File: src/rtl/rcosc_clk_en_gen.sv
// Multi-channel clock-enable generator for the RC oscillator domain: per-channel divided CE pulses,
// 50% toggles and glitch-free shadowed divisor updates. Optional SYNC re-phase via RCOSC_CEGEN_SYNC_EN.
module rcosc_clk_en_gen #(
    parameter int unsigned NUM_CH  = 4,
    parameter int unsigned DIV_W   = 16,
    parameter int unsigned DIV_RST = 160,
    localparam int unsigned SEL_W  = (NUM_CH > 1) ? $clog2(NUM_CH) : 1
) (
    input  logic              CLK,
    input  logic              RESETN,
    input  logic [NUM_CH-1:0] CH_EN,
    input  logic              DIV_WR,
    input  logic [SEL_W-1:0]  DIV_SEL,
    input  logic [DIV_W-1:0]  DIV_VAL,
    output logic              DIV_ACK,
    input  logic              SYNC,
    output logic [NUM_CH-1:0] CE_OUT,
    output logic [NUM_CH-1:0] TOGGLE_OUT,
    output logic [NUM_CH-1:0] UPD_PEND
);

    localparam logic [DIV_W-1:0] RST_DIV = DIV_W'(DIV_RST);
    localparam logic [DIV_W-1:0] RST_CNT = DIV_W'(DIV_RST - 1);

    logic [DIV_W-1:0]  cnt_q [NUM_CH];
    logic [DIV_W-1:0]  cnt_d [NUM_CH];
    logic [DIV_W-1:0]  act_q [NUM_CH];
    logic [DIV_W-1:0]  act_d [NUM_CH];
    logic [DIV_W-1:0]  shd_q [NUM_CH];
    logic [DIV_W-1:0]  shd_d [NUM_CH];
    logic [NUM_CH-1:0] pend_q, pend_d;
    logic [NUM_CH-1:0] ce_q, ce_d;
    logic [NUM_CH-1:0] tog_q, tog_d;
    logic              ack_q, ack_d;
    logic              sync_c;

`ifdef RCOSC_CEGEN_SYNC_EN
    assign sync_c = SYNC;
`else
    logic sync_unused;
    assign sync_unused = SYNC;
    assign sync_c      = 1'b0;
`endif

    // N of 0 and 1 both collapse to a reload of 0 (CE every cycle) without wrapping
    function automatic logic [DIV_W-1:0] reload_of(input logic [DIV_W-1:0] n);
        return (n <= DIV_W'(1)) ? '0 : n - DIV_W'(1);
    endfunction

    // Next-state: reload/apply on disable, sync or terminal count; shadow write on top
    always_comb begin
        logic [DIV_W-1:0] apply_n;
        logic             wr_hit;
        cnt_d   = cnt_q;
        act_d   = act_q;
        shd_d   = shd_q;
        pend_d  = pend_q;
        tog_d   = tog_q;
        ce_d    = '0;
        ack_d   = DIV_WR;
        apply_n = '0;
        wr_hit  = 1'b0;
        for (int ch = 0; ch < NUM_CH; ch++) begin
            apply_n = pend_q[ch] ? shd_q[ch] : act_q[ch];
            wr_hit  = DIV_WR && (DIV_SEL == SEL_W'(ch));
            if (!CH_EN[ch] || sync_c || (cnt_q[ch] == '0)) begin
                act_d[ch]  = apply_n;
                pend_d[ch] = 1'b0;
                cnt_d[ch]  = reload_of(apply_n);
                if (!CH_EN[ch] || sync_c) begin
                    tog_d[ch] = 1'b0;
                end else begin
                    ce_d[ch]  = 1'b1;
                    tog_d[ch] = ~tog_q[ch];
                end
            end else begin
                cnt_d[ch] = cnt_q[ch] - DIV_W'(1);
            end
            if (wr_hit) begin
                shd_d[ch]  = DIV_VAL;
                pend_d[ch] = 1'b1;
            end
        end
    end

    always_ff @(posedge CLK or negedge RESETN) begin
        if (!RESETN) begin
            for (int ch = 0; ch < NUM_CH; ch++) begin
                cnt_q[ch] <= RST_CNT;
                act_q[ch] <= RST_DIV;
                shd_q[ch] <= RST_DIV;
            end
            pend_q <= '0;
            ce_q   <= '0;
            tog_q  <= '0;
            ack_q  <= 1'b0;
        end else begin
            for (int ch = 0; ch < NUM_CH; ch++) begin
                cnt_q[ch] <= cnt_d[ch];
                act_q[ch] <= act_d[ch];
                shd_q[ch] <= shd_d[ch];
            end
            pend_q <= pend_d;
            ce_q   <= ce_d;
            tog_q  <= tog_d;
            ack_q  <= ack_d;
        end
    end

    assign CE_OUT     = ce_q;
    assign TOGGLE_OUT = tog_q;
    assign UPD_PEND   = pend_q;
    assign DIV_ACK    = ack_q;

endmodule

File: config.mk
export PLATFORM = sky130hd
export DESIGN_NAME = rcosc_clk_en_gen
export DESIGN_NICKNAME = d
export VERILOG_FILES = /design/src/rtl/rcosc_clk_en_gen.sv
export SDC_FILE = /design/constraint.sdc
export NUM_CORES = 1
export LEC_CHECK = 0
export ABC_AREA = 0
export CORE_MARGIN = 10
export CORE_UTILIZATION = 40
export DETAILED_ROUTE_END_ITERATION = 8
export GPL_ROUTABILITY_DRIVEN = 0
export PLACE_DENSITY = 0.55
export SYNTH_ARGS = -nofsm -noshare
export SYNTH_HDL_FRONTEND = slang
export SYNTH_SLANG_ARGS = --single-unit
export TNS_END_PERCENT = 5
File: constraint.sdc
create_clock -name CLK -period 10.2 [get_ports CLK]
set_clock_uncertainty 0.15 [all_clocks]
set_input_delay 2.04 -clock CLK [delete_from_list [all_inputs] [get_ports CLK]]
set_output_delay 2.04 -clock CLK [all_outputs]
set_load 0.02 [all_outputs]
==> impl_metrics.py <==
metrics = {
    "grt": {
        "grtUsageTotal": 0.1443,
        "grt_max_degree": 101,
        "grt_pass1_vias": 7535,
        "grt_overflow": 0,
        "grt_pass1_wl_um": 40570,
        "antenna_found_initial": 2,
    },
    "timing": {
        "slew-limit-headroom": 0.2329,
        "worst_pin_slew_ps": 1144,
        "finalSetupViolations": 0,
        "rsz0062_at_grt": "no",
        "fmax_ghz": 0.2413,
        "post-route-min-period_ps": 4143,
        "fin_crit_sh": 0.4062,
        "finalSetupTns_ps": 0,
        "drv_slew": 0,
        "hold_viol": 0,
    },
    "route": {
        "vias": 7453,
        "ant_nets": 0,
        "remaining_drc_errors": 0,
        "finalWirelength_um": 24440,
        "viasPerCell": 5.412,
        "drt_iter0_drc": 373,
        "wire_per_inst_um": 17.75,
        "first_pass_iters": 5,
    },
    "worst_setup_path": {
        "crit_path_max_incr_delay_ps": 700,
        "rrSetupSlack_ps": 7070,
        "worstSetupEndpointType": "output port",
        "cp_slowest_cell": "clkdlybuf4s50_1",
        "crit_path_max_fanout": 38,
        "r2r_end": "cnt_q[42]$_DFF_PN0_",
        "ff2ff_path_depth": 6,
        "required_ps": 8010,
        "start_kind": "flop",
        "crit_chain": "buf_4, clkdlybuf4s50_1",
        "worstSetupPathType": "flop to output port",
        "r2r-start": "UPD_PEND[1]$_DFFE_PN0P_",
        "critPathArrivalTime_ps": 1950,
    },
    "power_and_ir_drop": {
        "pwr-share-comb": 0.260,
        "vdd_drop_max_mv": 0.1282,
        "switching_share": 0.3241,
        "power_density_nw_per_um2": 242.2,
        "power_switching_mw": 0.9838,
        "leakagePower_nw": 4.964,
        "p_int_mw": 2.051,
        "total_power_mw": 3.035,
        "clockPowerShare": 0.297,
        "seq_power_share": 0.443,
    },
    "die": {
        "num_io_pins": 39,
        "die_h_um": 185.9,
        "coreArea_um2": 27030,
        "start_util": 0.4075,
        "die-area_um2": 34570,
        "rows": 60,
        "fp.dieW_um": 185.9,
    },
    "synth": {
        "synthSimpleGateAreaFrac": 0.1474,
        "syn_nets": 1017,
        "synth_area_leader_cell": "dfrtp_1",
        "avgSynthCellArea_um2": 11.25,
        "synth_top_cell_area_share": 0.3750,
        "async_flop_share": 1.000,
        "synth_cell_types": 69,
        "synth_edf_count": 0,
        "synth_xor_area_frac": 0.09147,
        "synthesis.area_um2": 11010,
        "synthTopCellsByArea": "dfrtp_1, dfstp_2, mux2_2",
        "syn_inst": 979,
        "synth_fa_ha_area_frac": 0.01363,
        "synth_warnings": 0,
        "yosys-top-cells-count": "dfrtp_1, mux2_2, nor2_1",
        "synth_compound_area_frac": 0.08533,
        "muxShareOfSynthArea": 0.1684,
        "synth-main-ff-cell": "dfrtp_1",
        "yosys.cell_count.top_type": "dfrtp_1",
        "yosysSeqAreaShare": 0.4704,
        "synth_top_family_by_area": "multiplexers",
        "ys_ff_latch": 205,
    },
    "clock_tree": {
        "h-tree-depth": 1,
        "cts_sinks": 205,
        "clock_latency_ps": 520,
        "numCtsBuffers": 25,
        "clk_pin_slew_worst_paths_ps": 60,
        "clk_path_buf_depth": 3,
        "cts_hold_buffers": 0,
        "clock-root-buffer": "clkbuf_16",
        "cts_resized": 0,
        "cts_tree": "built",
        "cts_setup_buffers": 0,
    },
    "worst_hold_path": {
        "holdPathStages": 1,
        "hold_path_end": "act_q[14]$_DFFE_PN0N_",
        "worstHoldPathType": "flop to flop",
        "worstHoldStart": "act_q[14]$_DFFE_PN0N_",
    },
    "final_layout": {
        "num-fill-cells": 2535,
        "layout.nets": 1055,
        "layout-drive-gt1-share": 0.2307,
        "area_delta_synth_final_pct": 13.78,
        "stdcell_area_um2": 12530,
        "antenna-diode-count": 0,
    },
    "placed_design": {
        "dpl.hpwl_um": 16670,
        "port_buffers": 37,
        "placed_area_um2": 11700,
    },
    "run_status": {
        "status": "completed",
    },
    "flow_run": {
        "maxCapViolCount": 0,
    },
}
[through the flow]
step,instances,hold slack (ps),setup slack [ps],util
after floorplan,979,323.7,6477,-
after global placement,1331,337.3,5839,0.4327
after detailed placement,1331,342.7,5851,0.4327
after CTS,1377,354.9,6026,0.4636
after global routing,1377,372.6,5956,0.4636
final,1377,349.0,6057,0.4636
[how the worst max path moves through the flow]
stage / startpoint / to / slack, ps
3_3_place_gp: RESETN / cnt_q[12]$_DFF_PN0_ / 5840
6_report: UPD_PEND[0]$_DFFE_PN0P_ / UPD_PEND[0] / 6060
3_5_place_dp: RESETN / cnt_q[11]$_DFF_PN0_ / 5850
5_1_grt: UPD_PEND[0]$_DFFE_PN0P_ / UPD_PEND[0] / 5960
4_1_cts: UPD_PEND[0]$_DFFE_PN0P_ / UPD_PEND[0] / 6030
2_1_floorplan: DIV_SEL[0] / shd_q[54]$_DFFE_PN0P_ / 6480
[critical path: cells and delay by family (launching register included)]
kind	cells	cell delay (ps)
flip-flops	1	320
buffers and inverters	2	1100
[final cells by class]
type / count / area [um2] / share of cell area
well taps: 341 / 426.7 / 0.03405
multi-input cells: 722 / 5579 / 0.4453
inverters: 16 / 60.06 / 0.004793
clock inverters: 8 / 100.1 / 0.007989
clock buffers: 38 / 734.5 / 0.05862
repair buffers: 47 / 449.2 / 0.03585
flip-flops and latches: 205 / 5180 / 0.4134
[sequential cells by signal, summed over array words and instances, names as in the netlist]
register / cells
TOGGLE_OUT: 4
cnt_q: 64
CE_OUT: 4
shd_q: 64
DIV_ACK: 1
UPD_PEND: 4
act_q: 64
[kinds of logic after synthesis]
family / count (synthesis)
multiplexers: 165
AO/OA/AOI/OAI: 148
XOR/XNOR: 115
AND/OR/NAND/NOR: 282
buffers and inverters: 52
adder cells (fa/ha/maj): 12
flip-flops: 205
[metal layers]
layer / GRT usage / share of wire
met5: 0 / 0
met4: 0.03386 / 0.018
met3: 0.02203 / 0.037
met2: 0.2297 / 0.45
met1: 0.2014 / 0.49
[cell usage in the layout, fill, tap and decap left out, drive strengths merged, types with 5 or more instances in the layout]
cell / n
xor2: 62
ha: 12
clkdlybuf4s50: 36
nor3b: 7
and2: 5
mux2: 108
nand2: 31
clkbuf: 39
a21oi: 38
dfrtp: 165
xnor2: 53
inv: 17
or4: 10
or3: 13
nor3: 55
mux2i: 57
o221ai: 5
nor4: 27
o21ai: 27
clkinv: 5
dfstp: 40
nand3b: 8
nand3: 7
o31ai: 5
nor4b: 7
o22ai: 52
nor2: 92
buf: 10
[power by group through the flow]
stage	Sequential (mW)	Combinational, mW	Clock [mW]
final	1.34	0.790	0.901
after global placement	1.35	0.786	0
after detailed placement	1.35	0.800	0
after global routing	1.39	0.882	0.963
after floorplan	1.29	0.649	0
after CTS	1.34	0.803	0.925
No activity file was read; power rests on OpenSTA's default activity.
